[config.mk]
export PLATFORM = sky130hd
export DESIGN_NAME = bus_2_arbiter
export DESIGN_NICKNAME = d
export VERILOG_FILES = /design/src/rtl/bus_2_arbiter.sv
export SDC_FILE = /design/constraint.sdc
export NUM_CORES = 1
export LEC_CHECK = 0
export ABC_AREA = 0
export CAP_MARGIN = 15
export CELL_PAD_IN_SITES_DETAIL_PLACEMENT = 1
export CELL_PAD_IN_SITES_GLOBAL_PLACEMENT = 1
export CORE_MARGIN = 1.5
export CORE_UTILIZATION = 27
export DETAILED_ROUTE_END_ITERATION = 8
export PLACE_DENSITY_LB_ADDON = 0.1
export SYNTH_ARGS = -nofsm -noshare
export SYNTH_HDL_FRONTEND = slang
export SYNTH_SLANG_ARGS = --single-unit
[constraint.sdc]
create_clock -name clk -period 1 [get_ports clk]
set_input_delay 0.2 -clock clk [delete_from_list [all_inputs] [get_ports clk]]
set_output_delay 0.2 -clock clk [all_outputs]
set_load 0.02 [all_outputs]
[src/rtl/bus_2_arbiter.sv]
// bus_2_arbiter: round-robin arbiter for the three Bus_2 sources with an
// optional hold-time preemption.
//
// Optional feature macro: BUS2_ARB_TIMEOUT_EN
//   defined   -> an owner that has held the bus for MAX_HOLD cycles is
//                preempted when another source is waiting (timeout pulses)
//   undefined -> an owner keeps the bus until it releases; timeout is 0
//
// Ports:
//   clk            in   single clock, rising edge
//   rst            in   synchronous active-high reset
//   req[2:0]       in   bit0 = ALU result, bit1 = Bus_1, bit2 = memory word
//   grant[2:0]     out  registered grant, one-hot or zero, bit order as req
//   Sel_Bus_2_Mux  out  registered mux select (0 ALU, 1 Bus_1, 2 memory)
//   busy           out  registered, high while any grant bit is high
//   timeout        out  registered one-cycle pulse on forced preemption
module bus_2_arbiter #(
    parameter int unsigned MAX_HOLD = 4,
    parameter int unsigned CW       = 4
) (
    input  logic       clk,
    input  logic       rst,
    input  logic [2:0] req,
    output logic [2:0] grant,
    output logic [1:0] Sel_Bus_2_Mux,
    output logic       busy,
    output logic       timeout
);

    localparam logic ST_IDLE = 1'b0;
    localparam logic ST_BUSY = 1'b1;

    // Last value the hold counter may reach; it saturates here.
    localparam logic [CW-1:0] HOLD_LAST = CW'(MAX_HOLD - 1);

    logic          state_q,      state_d;
    logic [2:0]    grant_q,      grant_d;
    logic [1:0]    sel_q,        sel_d;
    logic          busy_q,       busy_d;
    logic          timeout_q,    timeout_d;
    logic [CW-1:0] hold_cnt_q,   hold_cnt_d;
    logic [1:0]    last_owner_q, last_owner_d;

    logic [1:0]    start_idx;
    logic [1:0]    pick_idx;
    logic          owner_req;
    logic          preempt;

    // Round-robin pick: lowest rotated distance from last_owner+1 wins.
    always_comb begin
        logic [2:0] cand;
        start_idx = (last_owner_q == 2'd2) ? 2'd0 : last_owner_q + 2'd1;
        pick_idx  = 2'd0;
        cand      = 3'd0;
        for (int k = 2; k >= 0; k--) begin
            cand = {1'b0, start_idx} + 3'(k);
            if (cand >= 3'd3) begin
                cand = cand - 3'd3;
            end
            if (req[cand[1:0]]) begin
                pick_idx = cand[1:0];
            end
        end
    end

    // The current owner still wants the bus.
    assign owner_req = |(req & grant_q);

`ifdef BUS2_ARB_TIMEOUT_EN
    // Preempt only at the hold limit and only if someone else is waiting.
    assign preempt = owner_req && (|(req & ~grant_q)) && (hold_cnt_q == HOLD_LAST);
`else
    assign preempt = 1'b0;
`endif

    // Next-state and output logic.
    always_comb begin
        state_d      = state_q;
        grant_d      = grant_q;
        sel_d        = sel_q;
        busy_d       = busy_q;
        timeout_d    = 1'b0;
        hold_cnt_d   = hold_cnt_q;
        last_owner_d = last_owner_q;

        case (state_q)
            ST_IDLE: begin
                grant_d = 3'b000;
                busy_d  = 1'b0;
                if (|req) begin
                    state_d      = ST_BUSY;
                    grant_d      = 3'b001 << pick_idx;
                    sel_d        = pick_idx;
                    busy_d       = 1'b1;
                    hold_cnt_d   = '0;
                    last_owner_d = pick_idx;
                end
            end
            ST_BUSY: begin
                if (!owner_req) begin
                    // Normal release wins over a same-cycle preemption.
                    state_d = ST_IDLE;
                    grant_d = 3'b000;
                    busy_d  = 1'b0;
                end else if (preempt) begin
                    state_d   = ST_IDLE;
                    grant_d   = 3'b000;
                    busy_d    = 1'b0;
                    timeout_d = 1'b1;
                end else if (hold_cnt_q < HOLD_LAST) begin
                    hold_cnt_d = hold_cnt_q + CW'(1);
                end
            end
            default: begin
                state_d = ST_IDLE;
                grant_d = 3'b000;
                busy_d  = 1'b0;
            end
        endcase
    end

    // State and output registers.
    always_ff @(posedge clk) begin
        if (rst) begin
            state_q      <= ST_IDLE;
            grant_q      <= 3'b000;
            sel_q        <= 2'd0;
            busy_q       <= 1'b0;
            timeout_q    <= 1'b0;
            hold_cnt_q   <= '0;
            last_owner_q <= 2'd2;
        end else begin
            state_q      <= state_d;
            grant_q      <= grant_d;
            sel_q        <= sel_d;
            busy_q       <= busy_d;
            timeout_q    <= timeout_d;
            hold_cnt_q   <= hold_cnt_d;
            last_owner_q <= last_owner_d;
        end
    end

    assign grant         = grant_q;
    assign Sel_Bus_2_Mux = sel_q;
    assign busy          = busy_q;
    assign timeout       = timeout_q;

endmodule

; ---- Word-level counts from Yosys, hierarchy flattened
; Index checks and enable logic that the tools add are counted.
[classes]
add_sub_neg = 6
order_cmp = 6
eq_ne = 2
shifts = 1
n_mux = 21
bitwise = 2
reduce_logical = 3
[ops]
columns = op, n
row1 = $mux W2, 7
row2 = $lt A2 B3 Y1 const B, 3
row3 = $bmux W1 S2, 3
row4 = $ge A3 B2 Y1 const B, 2
row5 = $mux W1, 6
row6 = $mux W3, 2
row7 = $pmux W3 S2, 1
row8 = $reduce_or A3 Y1, 2
row9 = $sub A2 B2 Y2 const B, 3
row10 = $pmux W1 S2, 2
row11 = $add A2 B1 Y3 const B, 1
row12 = $add A2 B2 Y3 const B, 1
row13 = $and A3 B3 Y3, 1
row14 = $shl A1 B2 Y3 const A, 1
row15 = $add A2 B1 Y2 const B, 1
row16 = $eq A2 B2 Y1 const B, 1
row17 = $ge A2 B2 Y1 const B, 1
row18 = $ne A2 B2 Y1 const B, 1
row19 = $reduce_and A2 Y1, 1
row20 = $not A1 Y1, 1
[totals]
regBits = 9
out_inout_bits = 7
elab_cells = 46

; ---- Longest topological paths before layout
; Gate-level depths: netlist (run 1).
[depth]
depth_word = 13
depth_mapped = 3

; ---- Worst setup path after synthesis (run 1)
; No wires, ideal clock.
[synth_timing]
path_type = flip-flop to flip-flop
from = register grant_q[2], in the netlist grant[2]
to = register grant_q[2], in the netlist grant[2]
setup_time_ps = 128
arrival_time_ps = 1047
required_time_ps = 872
path_slack_ps = -176
path_stages_with_launch = 4
period_less_slack_ps = 1176
path_cell_list = dfxtp_1 > a222oi_1 > nand3b_1 > a21oi_1
[synth_via]
elab_chain_cells = 3
[synth_lines]
columns = item, line_no
row1 = from (decl), 37  ; logic [2:0] grant_q, grant_d;
row2 = from (signal assigned), 134  ; grant_q <= grant_d;
row3 = $and A3 B3 Y3, 67  ; assign owner_req = |(req & grant_q);
row4 = $reduce_or A3 Y1, 67
row5 = $ne A2 B2 Y1 (no source line), -
; No other way between the ends.
; A chain may end at the register's enable or synchronous reset.

; ---- Worst setup path after layout (run 1)
[layout_timing]
from = register grant_q[2], in the netlist grant[2]
to = register busy_q, in the netlist busy
[layout_via]
elab_chain_cells = 3
[layout_lines]
columns = item, line_no
row1 = $and A3 B3 Y3, 67
row2 = $reduce_or A3 Y1, 67
row3 = $ne A2 B2 Y1 (no source line), -
row4 = to (signal assigned), 136  ; busy_q <= busy_d;
row5 = to (decl), 39  ; logic busy_q, busy_d;
; No other way between the ends.

==> summary.txt, run 1 <==
Yosys
  – Post-synthesis simple-gate area fraction: 30.0%
  – Number of enable flip-flop cells after synthesis: 0
  – Syn_nets: 49
  – Average cell area after synthesis: 8.73 µm²
  – Fraction of the yosys area taken by sequential cells: 41.7%
  – Compound-Gate Fraction of Synth Area: roughly a fifth
  – Total standard cell area after synthesis: 384 µm²
  – Share of synthesized flip-flops with an asynchronous set or reset: 0%
  – Area share of xor/xnor cells in the synthesized design: 0%
  – Synth Instances: 44
  – Distinct cell type count of the synthesized netlist: 21
  – Fraction of synthesized area in multiplexers: 0%
  – Post-synthesis adder-cell area fraction: 0%
  – Top FF cell, synth: sky130_fd_sc_hd__dfxtp_1
  – Flop and latch count out of synthesis: 8
  – Main combinational cell family by area after synthesis: simple AND/OR/NAND/NOR gates
  – Syn. warnings: 0

STA
  – Final cycle utilization of the critical path: 118%
  – Post-route minimum period: 1.18 ns
  – Final worst setup slack: -0.180 ns
  – Max Transition Viols Final: 0
  – Setup repair after global routing missed its margin: true
  – Number of failing hold endpoints at the final stage: 0
  – Clock Skew: 0.00988 ns
  – Total of endpoints with negative setup slack in the final report: 6
  – Maximum clock rate: 0.848 GHz

Detailed routing
  – DRC: 0
  – Number of optimization iterations in the first detailed-route pass: 4
  – Post-detailed-route via-to-cell ratio: between 4 and 5
  – Via count: about 400
  – Final routed wire length divided by cell count: 15.3 µm
  – Total length of routed wires: 1.22 mm
  – DR iter-0 viols: 11
  – DRT antenna net count: 0

Finish
  – Net count, final: 71
  – Ratio of cells with drive above 1 in the final layout: a little under three fifths
  – Most frequent standard cell in the layout excluding fill and tap cells: sky130_fd_sc_hd__buf_4
  – Final Instance Area: between 600 and 700 µm²
  – Growth of design area from synthesis to finish: 63.2%
  – Leading cell types in the layout, fill and taps excluded: sky130_fd_sc_hd__buf_4 (11), sky130_fd_sc_hd__nand3b_1 (5), sky130_fd_sc_hd__dfxtp_2 (4), sky130_fd_sc_hd__a21oi_2 (4), sky130_fd_sc_hd__dlygate4sd2_1 (4)
  – Final cell utilization of the core: roughly 48%
  – Antenna cells: 0

Setup path
  – Worst reg2reg startpoint: grant[2]
  – Setup Crit Path Kind: reg -> reg
  – Critical path endpoint category: flip-flop
  – Arrival time of the worst setup path: 1.33 ns
  – Required time at the worst-slack endpoint: approximately 1.2 ns
  – Logic depth of the worst register-to-register path: 4
  – Top fanout value on the critical path: 5
  – Startpoint class of the critical path: flip-flop
  – Reg2Reg Capture Point: busy
  – Register-to-register path setup slack: -0.18 ns

Flow run
  – Number of max-cap violations: 0

Floorplanning
  – Core box area: 1320 µm²
  – Die Ht: between 40 and 50 µm
  – I/O pin count: 12
  – X dimension of the die: about 40 µm
  – Die outline area: about 1700 µm²
  – Placement row count: 13
  – Initial Util: 29.2%

Hold path
  – Count of cells along the worst hold path: 3
  – Class of the most critical hold timing path: in -> reg
  – Launch instance of the worst min-delay path: rst
  – Hold Path Sink: Sel_Bus_2_Mux[1]

CTS
  – Clk pin slew, worst setup/hold paths: roughly 0.07 ns
  – Clock buffers created by TritonCTS: 3
  – Maximum clock insertion buffer count: 2
  – CTS tree: yes
  – Clock tree root driver cell: sky130_fd_sc_hd__clkbuf_4
  – Clock latency reported for the late side of the worst-skew pair: 0.26 ns
  – Level count of the clock H-tree: 1
  – Clk sinks: 8

Global route
  – Pin count of the biggest net entering global routing: 10
  – Via count of the first global-routing pass: 396
  – First-pass GRT wire length: 1.84 mm
  – Total Routing Usage GR: 17.8%
  – Remaining global-route overflow: 0
  – Antenna violations before repair: 0

Pwr
  – Power density over the cells: about 1400 nW/µm²
  – Static leakage: ~0.27 nW
  – Max IR drop VDD: about 0.64 mV

Place
  – Count of port buffers added during placement: 10
  – Total cell area at the placement stage: approximately 550 µm²
  – HPWL after detailed placement: between 800 and 900 µm
  – Routability-driven placement congestion ratio: between 0.7 and 0.8

Run status
  – Failing checks: setup timing
  – Run status: finished with violations
==> worst max path at each step <==
| stage | startpoint | to | slack, ns | cells past startpoint |
|---|---|---|---|---|
| floorplan | grant[2] | busy | -0.16 | 3 |
| global placement | req[2] | busy | -0.45 | 5 |
| detailed placement | req[2] | state_q | -0.50 | 5 |
| CTS | grant[2] | busy | -0.14 | 4 |
| global route | grant[2] | busy | -0.25 | 4 |
| finish | grant[2] | busy | -0.18 | 4 |
==> per-layer routing <==
layer	vias up	wire (µm)	GRT usage [%]	share of wire, %
met4	0	8	10.0	0.65
met2	5	626	27.8	51
met1	189	552	21.8	45
met5	-	0	0	0
li1	199	-	-	-
met3	2	35	4.89	2.9
==> what timing repair did <==
item	in CTS	in global routing
resized for setup	36	11
setup endpoints to repair	14	11
buffers inserted	0	2
hold buffers	0	0
pin swaps	4	5
==> flip-flops by register name, indices dropped and copies added, names as in the netlist <==
| register | cells |
|---|---|
| last_owner_q | 1 |
| Sel_Bus_2_Mux | 2 |
| busy | 1 |
| grant | 3 |
| state_q | 1 |
==> synth_stat cells, types with 2 or more instances <==
master,count,share of area (%)
sky130_fd_sc_hd__nor2_1,2,2.0
sky130_fd_sc_hd__or3b_1,2,4.6
sky130_fd_sc_hd__dfxtp_1,8,42
sky130_fd_sc_hd__o22ai_1,2,3.3
sky130_fd_sc_hd__nor2b_1,3,4.9
sky130_fd_sc_hd__nand3b_1,5,9.8
sky130_fd_sc_hd__a21oi_1,4,5.2
sky130_fd_sc_hd__nand2b_1,2,3.3
sky130_fd_sc_hd__nor3_1,2,2.6
sky130_fd_sc_hd__buf_4,2,3.9
sky130_fd_sc_hd__o21ai_0,2,2.6
==> cell families (layout without fill, tap and decap cells) <==
kind of cell,count (synthesis),in the layout
AO/OA/AOI/OAI,12,12
buffers and inverters,5,26
flip-flops,8,8
other,1,1
AND/OR/NAND/NOR,18,18
==> per-stage QoR <==
stage,hold slack (ns),setup TNS [ns],setup WS (ns),power (mW),std cells
floorplan,0.423,-0.572,-0.155,0.469,44
global placement,0.477,-3.74,-0.451,0.560,74
detailed placement,0.488,-4.03,-0.502,0.568,74
CTS,0.433,-0.475,-0.138,0.855,78
global route,0.454,-1.14,-0.251,0.941,80
finish,0.452,-0.853,-0.180,0.872,80
==> report_power, final <==
part	internal, mW	switching [mW]
Sequential	0.344	0.0283
Combinational	0.115	0.104
Clock	0.153	0.126
Total	0.612	0.259
==> worst max-delay path, stage by stage (launching register included) <==
cell and delay (ns):
sky130_fd_sc_hd__dfxtp_4 0.34, sky130_fd_sc_hd__a222oi_1 0.35, sky130_fd_sc_hd__buf_4 0.20, sky130_fd_sc_hd__nand3b_1 0.12, sky130_fd_sc_hd__a21oi_2 0.05
==> area by class of cell <==
cell class	count	area [µm²]
Sequential cell	8	169
Fill cell	161	691
Tap cell	15	18.8
Clock buffer	4	26.3
Multi-Input combinational cell	31	243
Timing Repair Buffer	21	166
Inverter	1	3.75
Note: power is estimated with default switching activity, not from simulation.
==> inputs of run 2 (changes only) <==
--- a/config.mk
+++ b/config.mk
@@ -12,6 +12,7 @@
 export CORE_MARGIN = 1.5
 export CORE_UTILIZATION = 27
 export DETAILED_ROUTE_END_ITERATION = 8
+export HOLD_SLACK_MARGIN = 0.06
 export PLACE_DENSITY_LB_ADDON = 0.1
 export SYNTH_ARGS = -nofsm -noshare
 export SYNTH_HDL_FRONTEND = slang
==> results of run 2 <==
No change in the layout: final DEF, timing and power equal those of run 1.
==> inputs of run 3 (changes only) <==
--- a/config.mk
+++ b/config.mk
@@ -9,9 +9,10 @@
 export CAP_MARGIN = 15
 export CELL_PAD_IN_SITES_DETAIL_PLACEMENT = 1
 export CELL_PAD_IN_SITES_GLOBAL_PLACEMENT = 1
-export CORE_MARGIN = 1.5
-export CORE_UTILIZATION = 27
+export CORE_AREA = 2 2 39 41
+export CTS_BUF_LIST = sky130_fd_sc_hd__clkbuf_4
 export DETAILED_ROUTE_END_ITERATION = 8
+export DIE_AREA = 0 0 41 43
 export HOLD_SLACK_MARGIN = 0.06
 export PLACE_DENSITY_LB_ADDON = 0.1
 export SYNTH_ARGS = -nofsm -noshare
==> run 3 against run 2 <==
  * The run still ends with setup timing left
  * Clock-buffer cell count unchanged
  * Sequential power shrank 1%
  * Sequential share of layout area shrank 0.19 points
  * Critical path depth is the same
  * Register-to-register slack improved by 0.06 ns
  * Cell count rose by 3.8%
  * Design area increased by 2.2%
  * First-iteration DRC count increased by 9.1%
  * Largest cell class unchanged
  * Highest routed layer unchanged
==> summary.txt, run 3 (synthesized netlist as in run 1, its figures left out) <==
Run status
  – Failing checks: setup timing
  – Run status: finished with violations

Floorplanning
  – Die outline area: 1760 µm² (+6.3%)
  – Die Ht: 43 µm (+5.6%)
  – Initial Util: 27.8% (-1.4 points)
  – X dimension of the die: 41 µm (+0.69%)
  – Placement row count: 14 (+1)
  – Core box area: 1380 µm² (+5.0%)
  – I/O pin count: 12 (unchanged)

Finish
  – Most frequent standard cell in the layout excluding fill and tap cells: sky130_fd_sc_hd__buf_4
  – Net count, final: 73 (+2.8%)
  – Filler Cells Inserted: 166 (+3.1%)
  – Leading cell types in the layout, fill and taps excluded: sky130_fd_sc_hd__buf_4 (12), sky130_fd_sc_hd__nand3b_1 (5), sky130_fd_sc_hd__buf_2 (5)
  – Antenna cells: 0 (unchanged)
  – Number of flip-flops in the largest register: 3 (unchanged)
  – Final Instance Area: 641 µm² (+2.2%)
  – Ratio of cells with drive above 1 in the final layout: 56.7% (+1.3 points)
  – Growth of design area from synthesis to finish: 66.8%

STA
  – Number of failing hold endpoints at the final stage: 0 (unchanged)
  – Max Transition Viols Final: 0 (unchanged)
  – Final worst setup slack: -0.119 ns (+0.0611 ns)
  – Clock Skew: 0.00521 ns (-0.00466 ns)
  – Total of endpoints with negative setup slack in the final report: 6 (unchanged)
  – Post-route minimum period: 1.12 ns (-0.0611 ns)
  – Maximum clock rate: 0.894 GHz (+5.5%)
  – Setup repair after global routing missed its margin: true
  – Final cycle utilization of the critical path: 112% (-6.1 points)

Pwr
  – Power density over the cells: 1420 nW/µm² (+2.0%)
  – Max IR drop VDD: 0.670 mV (+5.2%)
  – Switching power as a share of total power: 29.3% (-0.45 points)
  – Total design power: 909 µW (+4.3%)
  – Net Switching: 266 µW (+2.7%)
  – Power share of the combinational group: 25.2% (about the same)
  – Share of total power in the clock network: 34.3% (+2.2 points)
  – Static leakage: 0.282 nW (+5.2%)
  – Register share of total power: 40.5% (-2.2 points)
  – Pint: 643 µW (+4.9%)

Detailed routing
  – DRC: 0 (unchanged)
  – Total length of routed wires: 1.28 mm (+4.8%)
  – Number of optimization iterations in the first detailed-route pass: 4 (unchanged)
  – Via count: 409 (+3.5%)
  – DRT antenna net count: 0 (unchanged)
  – DR iter-0 viols: 12 (+1)
  – Final routed wire length divided by cell count: 15.4 µm (+1.0%)
  – Post-detailed-route via-to-cell ratio: 4.93 (-0.20%)

Global route
  – Remaining global-route overflow: 0 (unchanged)
  – Pin count of the biggest net entering global routing: 10 (unchanged)
  – Antenna violations before repair: 0 (unchanged)
  – First-pass GRT wire length: 2.02 mm (+10%)
  – Total Routing Usage GR: 18.0% (+0.21 points)
  – Via count of the first global-routing pass: 430 (+8.6%)

Setup path
  – Arrival time of the worst setup path: 1.27 ns (-0.06 ns)
  – Critical path endpoint category: flip-flop
  – Top fanout value on the critical path: 4 (-1)
  – Setup Crit Path Kind: reg -> reg
  – Startpoint class of the critical path: flip-flop
  – Required time at the worst-slack endpoint: 1.15 ns (about the same)

Flow run
  – Number of max-cap violations: 0 (unchanged)

CTS
  – Level count of the clock H-tree: 1 (unchanged)
  – Clock tree root driver cell: sky130_fd_sc_hd__clkbuf_4
  – Clk pin slew, worst setup/hold paths: 0.07 ns (about the same)
  – CTS tree: yes
  – Clock buffers created by TritonCTS: 3 (unchanged)
  – Clk sinks: 8 (unchanged)
  – Clock latency reported for the late side of the worst-skew pair: 0.26 ns (about the same)
  – Maximum clock insertion buffer count: 2 (unchanged)
  – Hold Buf Count CTS: 0 (unchanged)

Place
  – HPWL after detailed placement: 890 µm (+2.7%)
  – Total cell area at the placement stage: 568 µm² (+2.9%)
  – Count of port buffers added during placement: 10 (unchanged)
  – Routability-driven placement congestion ratio: 0.731 (-5.3%)
  – Setup slack after placement: -0.436 ns (+0.0665 ns)

Hold path
  – Class of the most critical hold timing path: in -> reg
==> run 3: through the flow <==
stage	instances	TNS [ns]	hold WS [ns]	util, %
final	83	-0.614	0.469	46.3
after CTS	81	-0.639	0.422	43.4
after global routing	83	-0.770	0.459	46.3
after floorplan	44	-0.572	0.423	-
after global placement	77	-3.68	0.479	41.0
after detailed placement	77	-3.90	0.497	41.0
==> run 3: area by class of cell <==
class	instances	area, µm²	share of cell area, %
multi-input combinational	31	243	37.9
tap	16	20.0	3.13
clock buffer	4	30.0	4.69
inverter	1	3.75	0.586
sequential	8	171	26.8
timing repair buffer	23	173	27.0
==> run 3: power groups by stage <==
stage | registers [mW] | clock network, mW | logic, mW
floorplan | 0.379 | 0 | 0.0893
global placement | 0.370 | 0 | 0.200
detailed placement | 0.373 | 0 | 0.206
CTS | 0.369 | 0.326 | 0.206
global route | 0.372 | 0.335 | 0.248
finish | 0.368 | 0.312 | 0.229
==> run 3: timing repair <==
| item | in CTS | in global routing |
|---|---|---|
| gates resized for setup | 34 | 12 |
| endpoints found under the setup margin | 14 | 9 |
| setup buffers | 0 | 3 |
| pin swaps | 3 | 4 |
| gates cloned | 0 | 0 |
==> run 3: routing by layer <==
layer / vias up / global-route usage (%) / part of all wire, %
li1: 204 / - / -
met1: 194 / 22.4 / 44
met2: 9 / 26.9 / 51
met3: 2 / 4.71 / 3.8
met4: 0 / 10.0 / 0.78
met5: - / 0 / 0
==> run 3: critical path: stages, from the launching register on <==
cell	delay, ns
sky130_fd_sc_hd__dfxtp_4	0.34
sky130_fd_sc_hd__a222oi_1	0.30
sky130_fd_sc_hd__buf_4	0.19
sky130_fd_sc_hd__nand3b_1	0.12
sky130_fd_sc_hd__a21oi_2	0.06
==> run 3: worst paths after layout <==
path / startpoint / to / slack [ns] / depth (start not counted)
setup / recovery: grant[2] / grant[2] / -0.12 / 4
hold / removal: rst / busy / 0.47 / 3
hold reg to reg: Sel_Bus_2_Mux[1] / Sel_Bus_2_Mux[1] / 0.51 / 2
setup reg to reg: grant[2] / grant[2] / -0.12 / 4
